--- src/rtl/game_pkg.sv ---
// Shared game-state encodings and objective codes used by the sequencer,
// the display mux and the draw_* sub-blocks.
package game_pkg;

   typedef enum logic [3:0] {
      ST_TITLE    = 4'd0,
      ST_STAFF    = 4'd1,
      ST_STAGE1   = 4'd2,
      ST_SUCCESS1 = 4'd3,
      ST_STAGE2   = 4'd4,
      ST_SUCCESS2 = 4'd5,
      ST_STAGE3   = 4'd6,
      ST_SUCCESS3 = 4'd7,
      ST_FAIL     = 4'd8
   } state_t;

   localparam logic [1:0] TODO_KEY  = 2'd0;
   localparam logic [1:0] TODO_DOOR = 2'd1;
   localparam logic [1:0] TODO_BOSS = 2'd2;

   // Clearing a stage always leads to the matching success screen.
   function automatic state_t successOf(input state_t s);
      case (s)
         ST_STAGE1: successOf = ST_SUCCESS1;
         ST_STAGE2: successOf = ST_SUCCESS2;
         default:   successOf = ST_SUCCESS3;
      endcase
   endfunction

endpackage

--- src/rtl/game_timer.sv ---
// Loadable down-counter that stops at zero; used for success-screen hold
// and post-hit invulnerability.
module game_timer #(
   parameter int W = 8
) (
   input  logic         clk,
   input  logic         rst,
   input  logic         load_i,
   input  logic [W-1:0] value_i,
   output logic         zero_o
);

   logic [W-1:0] count_q;

   // Load wins over counting so a re-trigger restarts the interval.
   always_ff @(posedge clk) begin
      if (rst) begin
         count_q <= '0;
      end else if (load_i) begin
         count_q <= value_i;
      end else if (count_q != '0) begin
         count_q <= count_q - W'(1);
      end
   end

   assign zero_o = (count_q == '0);

endmodule

--- src/rtl/game_fsm.sv ---
// Top-level game sequencer: stage progression, hearts with invulnerability
// window, timed success screens. All outputs are registered.
module game_fsm
   import game_pkg::*;
#(
   parameter int MAX_HEART     = 3,
   parameter int HEART_W       = 2,
   parameter int SUCCESS_HOLD  = 100_000_000,
   parameter int INVULN_CYCLES = 50_000_000
) (
   input  logic               clk,
   input  logic               rst,
   input  logic               btn_start,
   input  logic               btn_staff,
   input  logic               key_hit,
   input  logic               door_hit,
   input  logic               damage,
   input  logic               boss_dead,
   output logic [3:0]         state,
   output logic [HEART_W-1:0] heart,
   output logic               key_find,
   output logic               isLocked,
   output logic [1:0]         todo,
   output logic               play_valid
);

   localparam int HOLD_W = (SUCCESS_HOLD > 2) ? $clog2(SUCCESS_HOLD) : 1;
   localparam int INV_W  = $clog2(INVULN_CYCLES + 1);

   state_t             state_q;
   logic [HEART_W-1:0] heart_q;
   logic               key_q, locked_q, boss_q, play_q;
   logic [1:0]         todo_q;

   logic inStage, isStage3, doorOpen, doorOk, hitCounted, fatal;
   logic inHold, stageEntry, keyNext, bossNext;
   logic holdZero, invZero;

   assign inStage  = (state_q == ST_STAGE1) || (state_q == ST_STAGE2) || (state_q == ST_STAGE3);
   assign isStage3 = (state_q == ST_STAGE3);
   assign inHold   = (state_q == ST_SUCCESS1) || (state_q == ST_SUCCESS2);

   // Door state comes from registered progress only, so a same-cycle key
   // pickup cannot open the door for that cycle's door_hit.
   assign doorOpen   = key_q & (~isStage3 | boss_q);
   assign doorOk     = inStage & door_hit & doorOpen;
   assign hitCounted = inStage & damage & invZero;
   assign fatal      = hitCounted & (heart_q <= HEART_W'(1));
   assign stageEntry = ((state_q == ST_TITLE) & btn_start) | (inHold & holdZero);
   assign keyNext    = key_q | key_hit;
   assign bossNext   = boss_q | (isStage3 & boss_dead);

   game_timer #(.W(HOLD_W)) uHold (
      .clk     (clk),
      .rst     (rst),
      .load_i  (doorOk & ~fatal),
      .value_i (HOLD_W'(SUCCESS_HOLD - 1)),
      .zero_o  (holdZero)
   );

   game_timer #(.W(INV_W)) uInvuln (
      .clk     (clk),
      .rst     (rst),
      .load_i  (stageEntry | hitCounted),
      .value_i (hitCounted ? INV_W'(INVULN_CYCLES) : '0),
      .zero_o  (invZero)
   );

   always_ff @(posedge clk) begin
      if (rst) begin
         state_q  <= ST_TITLE;
         heart_q  <= '0;
         key_q    <= 1'b0;
         locked_q <= 1'b1;
         todo_q   <= TODO_KEY;
         boss_q   <= 1'b0;
         play_q   <= 1'b0;
      end else begin
         case (state_q)
            ST_TITLE: begin
               if (btn_start) begin
                  state_q  <= ST_STAGE1;
                  heart_q  <= HEART_W'(MAX_HEART);
                  key_q    <= 1'b0;
                  locked_q <= 1'b1;
                  todo_q   <= TODO_KEY;
                  boss_q   <= 1'b0;
                  play_q   <= 1'b1;
               end else if (btn_staff) begin
                  state_q <= ST_STAFF;
               end
            end
            ST_STAFF: begin
               if (btn_start || btn_staff) begin
                  state_q <= ST_TITLE;
               end
            end
            ST_STAGE1, ST_STAGE2, ST_STAGE3: begin
               key_q    <= keyNext;
               boss_q   <= bossNext;
               locked_q <= ~(keyNext & (~isStage3 | bossNext));
               if (!keyNext) begin
                  todo_q <= TODO_KEY;
               end else if (isStage3 && !bossNext) begin
                  todo_q <= TODO_BOSS;
               end else begin
                  todo_q <= TODO_DOOR;
               end
               // Fatal damage outranks a simultaneous valid door entry.
               if (fatal) begin
                  heart_q <= '0;
                  state_q <= ST_FAIL;
                  play_q  <= 1'b0;
               end else begin
                  if (hitCounted) begin
                     heart_q <= heart_q - HEART_W'(1);
                  end
                  if (doorOk) begin
                     state_q <= successOf(state_q);
                     play_q  <= 1'b0;
                  end
               end
            end
            ST_SUCCESS1, ST_SUCCESS2: begin
               if (holdZero) begin
                  state_q  <= (state_q == ST_SUCCESS1) ? ST_STAGE2 : ST_STAGE3;
                  key_q    <= 1'b0;
                  locked_q <= 1'b1;
                  todo_q   <= TODO_KEY;
                  boss_q   <= 1'b0;
                  play_q   <= 1'b1;
               end
            end
            ST_SUCCESS3, ST_FAIL: begin
               if (btn_start) begin
                  state_q  <= ST_TITLE;
                  heart_q  <= '0;
                  key_q    <= 1'b0;
                  locked_q <= 1'b1;
                  todo_q   <= TODO_KEY;
                  boss_q   <= 1'b0;
                  play_q   <= 1'b0;
               end
            end
            default: begin
               state_q  <= ST_TITLE;
               heart_q  <= '0;
               key_q    <= 1'b0;
               locked_q <= 1'b1;
               todo_q   <= TODO_KEY;
               boss_q   <= 1'b0;
               play_q   <= 1'b0;
            end
         endcase
      end
   end

   assign state      = state_q;
   assign heart      = heart_q;
   assign key_find   = key_q;
   assign isLocked   = locked_q;
   assign todo       = todo_q;
   assign play_valid = play_q;

endmodule
--- config.mk ---
export PLATFORM = sky130hd
export DESIGN_NAME = game_fsm
export DESIGN_NICKNAME = d
export VERILOG_FILES = /design/src/rtl/game_pkg.sv /design/src/rtl/game_timer.sv /design/src/rtl/game_fsm.sv
export SDC_FILE = /design/constraint.sdc
export NUM_CORES = 1
export LEC_CHECK = 0
export CORE_MARGIN = 2
export CORE_UTILIZATION = 28
export DETAILED_ROUTE_END_ITERATION = 8
export PLACE_DENSITY_LB_ADDON = 0.05
export SLEW_MARGIN = 10
export SYNTH_ARGS = -nofsm -noshare
export SYNTH_HDL_FRONTEND = slang
export SYNTH_SLANG_ARGS = --single-unit
--- constraint.sdc ---
create_clock -name clk -period 2.4 [get_ports clk]
set_input_delay 0.48 -clock clk [delete_from_list [all_inputs] [get_ports clk]]
set_output_delay 0.48 -clock clk [all_outputs]
set_load 0.03 [all_outputs]
==> flow_summary.yaml <==
global_route:
  grt_max_degree: 23
  grt-ovfl-total: 0
  groute.usage.overall_pct: 14.67
  antenna_found_initial: 0
  grt_pass1_vias: 2940
  grt_pass1_wl_mm: 14.92
critical_path:
  reg2reg_setup_slack_ns: -0.005
  cp_max_fo: 5
  required_ns: 2.67
  cp-start-kind: "flop"
  reg2reg_depth: 6
  r2r-start: "uInvuln.count_q[17]"
  cp_cell_sequence: "or4_4 > or4_4 > nor4b_4 > nor3_2 > or4_1 > a21oi_1"
  rr_endpoint: "state[0]"
  critical_path_class: "flop to flop"
  worstPathArrival_ns: 2.67
  crit_path_frequent_cell: "or4_4"
  slowest_delay_ns: 0.54
  cp-end-kind: "flop"
  slowest_stage: "or4_4"
power:
  clkPwrFrac_pct: 15.7
  sequentialPowerShare_pct: 23.8
  peakVddDrop_v: 0.0008217
  p_int_mw: 4.462
  p_total_mw: 7.640
  p_leak_nw: 1.644
  power_density_nw_per_um2: 1755
  switchingPower_mw: 3.178
  p_sw_share_pct: 41.60
  power_frac_comb_pct: 60.5
place:
  routabilityCongestion: 0.7375
  dp.final_hpwl_mm: 6.365
  portBuffers: 18
  dp_cells: 588
cells_and_area:
  areaGrowthSynthToFinish_pct: 29.76
  nets: 471
  fin_cells: 605
  layout-drive-gt1-share_pct: 20.13
  num-fill-cells: 1232
  post-route-util_pct: 37.64
  diodes: 0
  multi_input_area_sq_um: 2009
  seqCellArea_sq_um: 1303
clocking:
  h-tree-depth: 3
  clock_sinks: 65
  numCtsBuffers: 9
  clk-insertion-delay-late_ns: 0.33
  cts_tree: "built"
  clk_pin_slew_worst_paths_ns: 0.05
  cts_root_buf: "clkbuf_16"
  clockBufferDepth: 2
  ctsHoldBuffers: 0
floorplan:
  dieArea_sq_um: 12870
  die_h_microns: 113.5
  rows: 39
  start_util_pct: 29.01
  ioPinCount: 19
  fp.dieW_microns: 113.5
  core_sq_um: 11560
route:
  via_per_inst: 4.909
  drc: 0
  drt-total-wl_mm: 8.658
  drt_iter0_drc: 77
  wl_per_cell_microns: 14.31
  antenna_left: 0
  vias: 2970
  firstDrtPassIters: 4
sta:
  setup-tns-final_ns: -0.004762
  fmax_mhz: 415.8
  period_minus_slack_ns: 2.405
  tightest_slew_ns: 0.5640
  maxSlewViolCount: 0
  layout_setup_ws_ns: -0.004762
  setup_viol: 1
  slew_headroom_pct: 62.22
  grt_setup_unrepaired: "true"
  finalHoldViolations: 0
  clock_skew_ns: 0.004704
  period_share_pct: 100.2
logic_synthesis:
  yosys-top-cells-area: "dfxtp_1 39%, a21oi_1 6.1%, xor2_1 5.5%"
  avgSynthCellArea_sq_um: 8.365
  synth_common_cells: "65 x dfxtp_1, 48 x nor2_1, 41 x a21oi_1"
  syn_area_sq_um: 3354
  synth.net_count: 413
  synthCells: 401
  synthFlopType: "dfxtp_1"
  ys_warn_count: 0
  ys_seq_area_share_pct: 38.79
  yosysUniqueCellTypes: 53
  synth_largest_area_cell: "dfxtp_1"
  ys_ff_latch: 65
  async_flop_share_pct: 0
  synth_edf_count: 0
  yosys.area.top_type_share_pct: 38.79
  synthMostInstantiatedCell: "dfxtp_1"
min_path:
  min_from: "todo[1]"
  hold_depth: 2
  hp-class: "flop to flop"
  min_to: "todo[1]"
run:
  cap_violations: 0
run_status:
  failed_checks: "negative setup slack"
  status: "finished, violations left"
[metrics by stage]
stage	setup slack [ns]	hold slack (ns)	instance area (sq um)
after detailed placement	-0.02884	0.4506	3981
after floorplan	-0.02374	0.4545	3395
after global placement	-0.03720	0.4455	3981
final	-0.004762	0.4603	4353
after CTS	-0.01677	0.4607	4272
after global routing	-0.07178	0.5058	4353
[metal layers]
| layer | share of wire (%) | track usage (%) | vias to the layer above |
|---|---|---|---|
| li1 | - | - | 1562 |
| met1 | 48 | 18.42 | 1380 |
| met2 | 48 | 24.07 | 19 |
| met3 | 2.1 | 4.198 | 9 |
| met4 | 1.4 | 5.285 | 0 |
| met5 | 0 | 0 | - |
[power groups by stage]
stage / registers, mW / logic, mW / clock network (mW)
global placement: 1.84 / 4.40 / 0
finish: 1.82 / 4.62 / 1.20
floorplan: 1.83 / 3.12 / 0
CTS: 1.82 / 4.48 / 1.24
detailed placement: 1.84 / 4.40 / 0
global route: 1.88 / 5.19 / 1.29
[timing repair]
item / 4_1_cts / 5_1_grt
resized for setup: 4 / 16
buffers inserted: 1 / 2
pin swaps: 1 / 7
setup endpoints to repair: 19 / 57
[layout by cell type, fill, tap and decap left out, types with 5 or more instances in the layout]
cell and count:
nand2b_1 5, nand4b_1 5, buf_4 48, nor2_1 48, clkbuf_16 9, or3_1 17
nor3_1 18, dfxtp_1 64, nor4_1 6, o21ai_0 17, clkdlybuf4s50_1 18, a31oi_1 5
xnor2_1 19, xor2_1 21, nand4_1 7, a21oi_1 41, nand2_1 26, inv_1 7
nand3_1 10, or4_4 7
[layout make-up]
cell class | instances | share of cell area (%)
well taps | 143 | 4.110
multi-input cells | 308 | 46.16
clock buffers | 14 | 6.065
inverters | 7 | 0.6036
flip-flops and latches | 65 | 29.92
repair buffers | 68 | 13.14
[worst max-delay path: cells and delay by family (launching register included)]
kind               cells  cell delay, ns
and+or+nand+nor        5            1.90
AOI/OAI and AO/OA      1            0.13
DFF                    1            0.32
[worst max-delay path by stage]
stage / to / from / cells after the start / slack, ns
after floorplan: uInvuln.count_q[7] / uInvuln.count_q[17] / 7 / -0.02
after global placement: uInvuln.count_q[24] / uInvuln.count_q[17] / 7 / -0.04
after detailed placement: uInvuln.count_q[24] / uInvuln.count_q[17] / 7 / -0.03
after CTS: state[0] / uInvuln.count_q[17] / 6 / -0.02
after global routing: state[0] / uInvuln.count_q[17] / 6 / -0.07
final: state[0] / uInvuln.count_q[17] / 6 / -0.005
[kinds of logic (layout without fill, tap and decap cells)]
family          after synthesis  in the layout  synth area share [%]
xor+xnor                     40             40                 10.44
fa+ha+maj                     5              5                 1.790
flops                        65             65                 38.79
buf+inv                      28             89                 4.289
mux                           1              1                0.3357
compound gates               82             82                 14.32
simple gates                180            180                 30.03
[flip-flops by register name, indices dropped and copies added, names as in the netlist, 2 cells and up]
register / count
uHold.count_q: 27
uInvuln.count_q: 26
state: 4
heart: 2
todo: 2
Note: power is estimated with default switching activity, not from simulation.
